`config.mk`:
```
export PLATFORM = sky130hd
export DESIGN_NAME = oled_display_ctrl
export DESIGN_NICKNAME = d
export VERILOG_FILES = /design/src/rtl/oled_pkg.sv /design/src/rtl/oled_spi_tx.sv /design/src/rtl/oled_display_ctrl.sv
export SDC_FILE = /design/constraint.sdc
export NUM_CORES = 1
export LEC_CHECK = 0
export BUFFER_PORTS_ARGS = -buffer_cell sky130_fd_sc_hd__buf_2
export CAP_MARGIN = 5
export CORE_ASPECT_RATIO = 0.8
export CORE_UTILIZATION = 47
export DETAILED_ROUTE_END_ITERATION = 8
export SYNTH_ARGS = -nofsm -noshare
export SYNTH_HDL_FRONTEND = slang
export SYNTH_HIERARCHICAL = 1
export SYNTH_SLANG_ARGS = --single-unit
```
`constraint.sdc`:
```
create_clock -name clk -period 3.9 [get_ports clk]
set_clock_uncertainty 0.1 [all_clocks]
set_input_delay 0.78 -clock clk [delete_from_list [all_inputs] [get_ports clk]]
set_output_delay 0.78 -clock clk [all_outputs]
set_load 0.05 [all_outputs]
```
`src/rtl/oled_pkg.sv`:
```
`default_nettype none
// +------------------------------------------------------------------------+
// | Package     : oled_pkg                                                 |
// | Description : Shared constants for the SSD1306 128x64 SPI driver:      |
// |               sequencer states, frame/list lengths and the fixed       |
// |               command ROMs (init list and address-window list).        |
// | Revision    : 1.0  initial release                                     |
// +------------------------------------------------------------------------+
package oled_pkg;

    localparam int FRAME_BYTES = 1024;
    localparam int INIT_LEN    = 25;
    localparam int ADDR_LEN    = 6;

    // Command ROMs. The first byte sent sits in the most significant slot,
    // so the lists read in transmission order.
    localparam logic [INIT_LEN-1:0][7:0] INIT_ROM = {
        8'hAE, 8'hD5, 8'h80, 8'hA8, 8'h3F, 8'hD3, 8'h00, 8'h40, 8'h8D,
        8'h14, 8'h20, 8'h00, 8'hA1, 8'hC8, 8'hDA, 8'h12, 8'h81, 8'hCF,
        8'hD9, 8'hF1, 8'hDB, 8'h40, 8'hA4, 8'hA6, 8'hAF
    };

    // Horizontal addressing over the full 128x8-page window.
    localparam logic [ADDR_LEN-1:0][7:0] ADDR_ROM = {
        8'h21, 8'h00, 8'h7F, 8'h22, 8'h00, 8'h07
    };

    typedef enum logic [2:0] {
        RST_HOLD = 3'd0,
        RST_WAIT = 3'd1,
        INIT     = 3'd2,
        ADDR     = 3'd3,
        FETCH    = 3'd4,
        DATA     = 3'd5
    } oled_state_t;

    // Byte n of the init list (n counted from the first byte sent).
    function automatic logic [7:0] init_cmd(input logic [4:0] idx);
        return INIT_ROM[5'(INIT_LEN-1) - idx];
    endfunction

    // Byte n of the address-window list.
    function automatic logic [7:0] addr_cmd(input logic [2:0] idx);
        return ADDR_ROM[3'(ADDR_LEN-1) - idx];
    endfunction

endpackage
`default_nettype wire

```
`src/rtl/oled_spi_tx.sv`:
```
`default_nettype none
// +------------------------------------------------------------------------+
// | Module      : oled_spi_tx                                              |
// | Description : Single-byte SPI mode-0 transmitter, MSB first, with      |
// |               per-byte chip select and latched D/C line.               |
// | Ports       : clk, reset_n     - clock, async active-low reset         |
// |               start            - 1-clk request, honoured when idle     |
// |               tx_byte, tx_dc   - byte and D/C, latched on start        |
// |               sclk, mosi, cs_n - SPI pins                              |
// |               dc               - D/C pin, stable while cs_n is low     |
// |               busy             - transfer in progress                  |
// |               done             - 1-clk pulse as cs_n returns high      |
// | Revision    : 1.0  initial release                                     |
// +------------------------------------------------------------------------+
module oled_spi_tx #(
    parameter int CLK_DIV = 2
) (
    input  logic       clk,
    input  logic       reset_n,
    input  logic       start,
    input  logic [7:0] tx_byte,
    input  logic       tx_dc,
    output logic       sclk,
    output logic       mosi,
    output logic       cs_n,
    output logic       dc,
    output logic       busy,
    output logic       done
);

    localparam int DIV_W = (CLK_DIV > 1) ? $clog2(CLK_DIV) : 1;

    logic [DIV_W-1:0] r_div_cnt;
    logic [2:0]       r_bit_cnt;
    logic [6:0]       r_shift;     // bits still to be sent after the one on mosi
    logic             r_sclk;
    logic             r_mosi;
    logic             r_cs_n;
    logic             r_dc;
    logic             r_busy;
    logic             r_done;

    logic             w_phase_end;

    assign w_phase_end = (r_div_cnt == DIV_W'(CLK_DIV - 1));

    // Each bit is CLK_DIV clocks with sclk low (mosi settling) followed by
    // CLK_DIV clocks high; the 8th falling edge ends the byte.
    always_ff @(posedge clk or negedge reset_n) begin
        if (!reset_n) begin
            r_div_cnt <= '0;
            r_bit_cnt <= '0;
            r_shift   <= '0;
            r_sclk    <= 1'b0;
            r_mosi    <= 1'b0;
            r_cs_n    <= 1'b1;
            r_dc      <= 1'b0;
            r_busy    <= 1'b0;
            r_done    <= 1'b0;
        end else begin
            r_done <= 1'b0;
            if (!r_busy) begin
                if (start) begin
                    r_busy    <= 1'b1;
                    r_cs_n    <= 1'b0;
                    r_sclk    <= 1'b0;
                    r_mosi    <= tx_byte[7];
                    r_shift   <= tx_byte[6:0];
                    r_dc      <= tx_dc;
                    r_div_cnt <= '0;
                    r_bit_cnt <= '0;
                end
            end else if (w_phase_end) begin
                r_div_cnt <= '0;
                if (!r_sclk) begin
                    r_sclk <= 1'b1;
                end else begin
                    r_sclk <= 1'b0;
                    if (r_bit_cnt == 3'd7) begin
                        r_busy <= 1'b0;
                        r_cs_n <= 1'b1;
                        r_done <= 1'b1;
                    end else begin
                        r_bit_cnt <= r_bit_cnt + 3'd1;
                        r_mosi    <= r_shift[6];
                        r_shift   <= {r_shift[5:0], 1'b0};
                    end
                end
            end else begin
                r_div_cnt <= r_div_cnt + 1'b1;
            end
        end
    end

    assign sclk = r_sclk;
    assign mosi = r_mosi;
    assign cs_n = r_cs_n;
    assign dc   = r_dc;
    assign busy = r_busy;
    assign done = r_done;

endmodule
`default_nettype wire

```
`src/rtl/oled_display_ctrl.sv`:
```
`default_nettype none
// +------------------------------------------------------------------------+
// | Module      : oled_display_ctrl                                        |
// | Description : SSD1306 128x64 OLED driver over write-only 4-wire SPI.   |
// |               Pulses the panel reset, sends the init list, then        |
// |               redraws the full 1024-byte frame forever from an         |
// |               external synchronous pixel byte source.                  |
// | Ports       : clk, reset_n        - clock, async active-low reset      |
// |               oled_sclk/mosi/cs_n - SPI pins (mode 0, MSB first)       |
// |               oled_dc             - 0 command, 1 display data          |
// |               oled_res_n          - panel hardware reset               |
// |               pix_addr, pix_data  - frame byte request / 1-clk reply   |
// |               init_done           - sticky, init list fully sent       |
// |               frame_done          - 1-clk pulse after byte 1023        |
// | Revision    : 1.0  initial release                                     |
// +------------------------------------------------------------------------+
module oled_display_ctrl
    import oled_pkg::*;
#(
    parameter int CLK_DIV    = 2,
    parameter int RST_CYCLES = 20000
) (
    input  logic       clk,
    input  logic       reset_n,
    output logic       oled_sclk,
    output logic       oled_mosi,
    output logic       oled_cs_n,
    output logic       oled_dc,
    output logic       oled_res_n,
    output logic [9:0] pix_addr,
    input  logic [7:0] pix_data,
    output logic       init_done,
    output logic       frame_done
);

    localparam int TMR_W = (RST_CYCLES > 1) ? $clog2(RST_CYCLES) : 1;

    oled_state_t      r_state;
    oled_state_t      w_next_state;

    logic [TMR_W-1:0] r_timer;
    logic [4:0]       r_cmd_idx;
    logic             r_issued;      // current byte handed to tx, awaiting done
    logic             r_fetch_wait;  // first FETCH clock spent waiting for pix_data
    logic [7:0]       r_pix_byte;
    logic [9:0]       r_pix_addr;
    logic             r_init_done;
    logic             r_frame_done;

    logic             w_timer_end;
    logic             w_init_last;
    logic             w_addr_last;
    logic             w_pix_last;
    logic             w_tx_start;
    logic [7:0]       w_tx_byte;
    logic             w_tx_dc;
    logic             w_tx_busy;
    logic             w_tx_done;
    logic             w_res_n;

    assign w_timer_end = (r_timer == TMR_W'(RST_CYCLES - 1));
    assign w_init_last = (r_cmd_idx == 5'(INIT_LEN - 1));
    assign w_addr_last = (r_cmd_idx == 5'(ADDR_LEN - 1));
    assign w_pix_last  = (r_pix_addr == 10'(FRAME_BYTES - 1));

    // ---------------- state register ----------------
    always_ff @(posedge clk or negedge reset_n) begin
        if (!reset_n) begin
            r_state <= RST_HOLD;
        end else begin
            r_state <= w_next_state;
        end
    end

    // ---------------- next-state logic ----------------
    always_comb begin
        w_next_state = r_state;
        case (r_state)
            RST_HOLD: if (w_timer_end) w_next_state = RST_WAIT;
            RST_WAIT: if (w_timer_end) w_next_state = INIT;
            INIT:     if (w_tx_done && w_init_last) w_next_state = ADDR;
            ADDR:     if (w_tx_done && w_addr_last) w_next_state = FETCH;
            FETCH:    if (r_fetch_wait) w_next_state = DATA;
            DATA:     if (w_tx_done) w_next_state = w_pix_last ? ADDR : FETCH;
            default:  w_next_state = RST_HOLD;
        endcase
    end

    // ---------------- output logic ----------------
    // One start per byte: r_issued blocks re-issue until tx reports done.
    always_comb begin
        w_res_n    = 1'b1;
        w_tx_start = 1'b0;
        w_tx_byte  = 8'h00;
        w_tx_dc    = 1'b0;
        case (r_state)
            RST_HOLD: w_res_n = 1'b0;
            INIT: begin
                w_tx_start = !r_issued && !w_tx_busy;
                w_tx_byte  = init_cmd(r_cmd_idx);
            end
            ADDR: begin
                w_tx_start = !r_issued && !w_tx_busy;
                w_tx_byte  = addr_cmd(r_cmd_idx[2:0]);
            end
            DATA: begin
                w_tx_start = !r_issued && !w_tx_busy;
                w_tx_byte  = r_pix_byte;
                w_tx_dc    = 1'b1;
            end
            default: ;
        endcase
    end

    // ---------------- counters, timer, pixel path ----------------
    always_ff @(posedge clk or negedge reset_n) begin
        if (!reset_n) begin
            r_timer      <= '0;
            r_cmd_idx    <= '0;
            r_issued     <= 1'b0;
            r_fetch_wait <= 1'b0;
            r_pix_byte   <= '0;
            r_pix_addr   <= '0;
            r_init_done  <= 1'b0;
            r_frame_done <= 1'b0;
        end else begin
            r_frame_done <= 1'b0;

            if (w_tx_start) begin
                r_issued <= 1'b1;
            end else if (w_tx_done) begin
                r_issued <= 1'b0;
            end

            case (r_state)
                RST_HOLD, RST_WAIT: begin
                    r_timer <= w_timer_end ? '0 : r_timer + 1'b1;
                end
                INIT: begin
                    if (w_tx_done) begin
                        if (w_init_last) begin
                            r_cmd_idx   <= '0;
                            r_init_done <= 1'b1;
                        end else begin
                            r_cmd_idx <= r_cmd_idx + 5'd1;
                        end
                    end
                end
                ADDR: begin
                    if (w_tx_done) begin
                        r_cmd_idx <= w_addr_last ? 5'd0 : r_cmd_idx + 5'd1;
                    end
                end
                FETCH: begin
                    // pix_addr is already on the bus; the source answers one
                    // clock later, so the second FETCH clock captures it.
                    if (!r_fetch_wait) begin
                        r_fetch_wait <= 1'b1;
                    end else begin
                        r_fetch_wait <= 1'b0;
                        r_pix_byte   <= pix_data;
                    end
                end
                DATA: begin
                    if (w_tx_done) begin
                        if (w_pix_last) begin
                            r_pix_addr   <= '0;
                            r_frame_done <= 1'b1;
                        end else begin
                            r_pix_addr <= r_pix_addr + 10'd1;
                        end
                    end
                end
                default: ;
            endcase
        end
    end

    oled_spi_tx #(
        .CLK_DIV (CLK_DIV)
    ) u_spi_tx (
        .clk     (clk),
        .reset_n (reset_n),
        .start   (w_tx_start),
        .tx_byte (w_tx_byte),
        .tx_dc   (w_tx_dc),
        .sclk    (oled_sclk),
        .mosi    (oled_mosi),
        .cs_n    (oled_cs_n),
        .dc      (oled_dc),
        .busy    (w_tx_busy),
        .done    (w_tx_done)
    );

    assign oled_res_n = w_res_n;
    assign pix_addr   = r_pix_addr;
    assign init_done  = r_init_done;
    assign frame_done = r_frame_done;

endmodule
`default_nettype wire

```
==> metrics.cfg <==
[setup_path]
rrSetupSlack_ns=0.73
critPathLaunch=r_cmd_idx[1]$_DFFE_PN0P_
critPathLaunchType=flop
critPathCapture=u_spi_tx/r_shift[5]$_DFFE_PN0P_
reg2reg_from=r_cmd_idx[1]$_DFFE_PN0P_
critPathKind=reg -> reg
end_kind=flop
path_max_fanout=10
crit_slowest_cell=or3_1
reg2reg_depth=9
reg2reg_to=u_spi_tx/r_shift[5]$_DFFE_PN0P_
crit_path_cell_trace=inv_1 > ha_1 > nor2b_4 > or3_1 > and2_4 > o31a_1 > a221o_1 > mux2_2 > mux2_4
critPathArrivalTime_ns=3.30
slowest_delay_ns=0.48
cp.required_ns=4.03

[floorplanning]
core_mm2=0.00750
die_w_um=101
num_rows=28
die_h_um=81.3
dieArea_mm2=0.00822
start_util=0.492
io_pins=27

[finish]
final_cells=500
area_growth_pct=10.3
antenna_cells=0
final_core_util=0.543
drive_gt1_frac=0.218
final_area_mm2=0.00407
final_nets=414

[cts]
clk_pin_slew_worst_paths_ns=0.07
clk_path_buf_depth=2
cts_setup_buffers=0
htree_levels=3
root_buffer=clkbuf_8
clock-sinks=62
cts-resized-gates=0
cts_buffers=9
clock_latency_ns=0.34
cts_tree=built
hold_buffers=0

[hold_path]
hp-start=r_fetch_wait$_DFFE_PN0P_
hold_path_class=reg -> reg

[global_route]
antenna_found_initial=0
grt_pass1_wl_um=13300
grt_pass1_vias=2722
track_usage=0.214
grt_max_degree=38
grt-ovfl-total=0

[yosys]
yosysTopAreaCell=dfrtp_1
yosysWarnings=6
synth_area_leaders=dfrtp_1, mux2_2, xnor2_1, ha_1, nor2_1
synth_edf_count=0
async_flop_share=1.00
syn_area_mm2=0.00369
ys.flop_type=dfrtp_1
synth_top_area_share=0.413
ys_seq_area_frac=0.421
syn_avg_cell_area_um2=10.1
ys_types=64
synth_most_common_cell=dfrtp_1
synth_nets=388
synth-seq-cells=62
synth_common_cells=dfrtp_1, nor2_1, nand2_1
synthCells=365

[power_and_ir_drop]
switchingPower_uw=271
clkPwrFrac=0.439
p_per_area_mw_per_mm2=289
internal-power_uw=908
ir_drop_mv=0.158
p_leak_nw=1.93
power_mw=1.18
swShare=0.230
comb_power_share=0.015
seq_power_share=0.545

[sta]
drv_slew=0
final.setup.tns_ns=0
finalHoldViolations=0
relSlewSlack=0.434
holdWs_ns=0.392
worst_slack_ns=0.729
period_needed_ns=3.17
fmax_ghz=0.315
final-setup-viol-count=0
tightest_slew_ns=0.848
grt_setup_unrepaired=no
finalCritPeriodShare=0.813

[placement]
dp_hpwl_um=5600
io_buffers=26
dpl.cell_count=485
pre_cts_ws_ns=0.737
gp_congestion=0.936
place_area_mm2=0.00390

[drt]
post_drt_via_cell_ratio=5.62
dr.pass1.iters=4
ant_nets=0
drt_iter0_markers=110
routed-via-count=2811
drc=0
routedWlPerCell_um=15.8
wirelength_um=7900

[outcome]
run_status=completed

[flow_run]
cap_violations=0

final cells by class:
cell class / instances / area, um^2
clock buffer: 12 / 155
sequential: 62 / 1550
tap: 105 / 131
multi-input combinational: 273 / 1990
timing repair buffer: 32 / 175
inverter: 13 / 48.8
fill: 689 / 3420
clock inverter: 3 / 20.0
power groups by stage:
stage | registers (mW) | clock network, mW | logic, mW
global placement | 0.655 | 0 | 0.0192
CTS | 0.643 | 0.533 | 0.0197
detailed placement | 0.655 | 0 | 0.0196
floorplan | 0.655 | 0 | 0.0000685
finish | 0.643 | 0.518 | 0.0181
global route | 0.642 | 0.561 | 0.0218
layout by cell type (no fill, tap or decap), types with 6 or more instances in the layout:
master / instances
mux2i_1: 6
mux2_4: 7
nand3_1: 13
clkbuf_8: 11
nand2_1: 31
xor2_1: 11
xnor2_1: 19
dfrtp_1: 61
buf_2: 26
mux2_2: 20
o21ai_0: 14
ha_1: 13
nor2_1: 32
nand2b_1: 7
buf_4: 6
inv_1: 12
a21oi_1: 8
critical path: cells and delay by family (launching register included):
kind | cells | cell delay, ns
buf+inv | 1 | 0.19
compound gates | 2 | 0.60
mux | 2 | 0.50
fa+ha+maj | 1 | 0.30
flops | 1 | 0.47
simple gates | 3 | 0.89
worst min path at each step:
stage / endpoint / slack, ns / cells past startpoint
CTS: r_fetch_wait$_DFFE_PN0P_ / 0.39 / 1
global route: u_spi_tx/dc$_DFFE_PN0P_ / 0.41 / 1
finish: r_fetch_wait$_DFFE_PN0P_ / 0.39 / 1
floorplan: r_issued$_DFFE_PN0P_ / 0.35 / 1
global placement: r_issued$_DFFE_PN0P_ / 0.36 / 1
detailed placement: r_fetch_wait$_DFFE_PN0P_ / 0.38 / 1
registers in the layout, indices dropped and copies added (netlist names), 3 cells and up:
signal	cells
r_state	3
r_timer	15
u_spi_tx/r_shift	7
r_cmd_idx	5
u_spi_tx/r_bit_cnt	3
pix_addr	10
r_pix_byte	8
layer usage:
metal,track usage,part of all wire
met1,0.279,0.48
met2,0.329,0.45
met3,0.0645,0.051
met4,0.0942,0.015
met5,0,0
kinds of logic (layout without fill, tap and decap cells):
logic type	count (synthesis)	after routing	share of synthesized area
buf+inv	30	60	0.0407
flops	62	62	0.421
simple gates	132	132	0.192
fa+ha+maj	14	14	0.0468
mux	33	33	0.106
xor+xnor	30	30	0.0712
compound gates	64	64	0.123
Power figures use the tool's default switching activity.
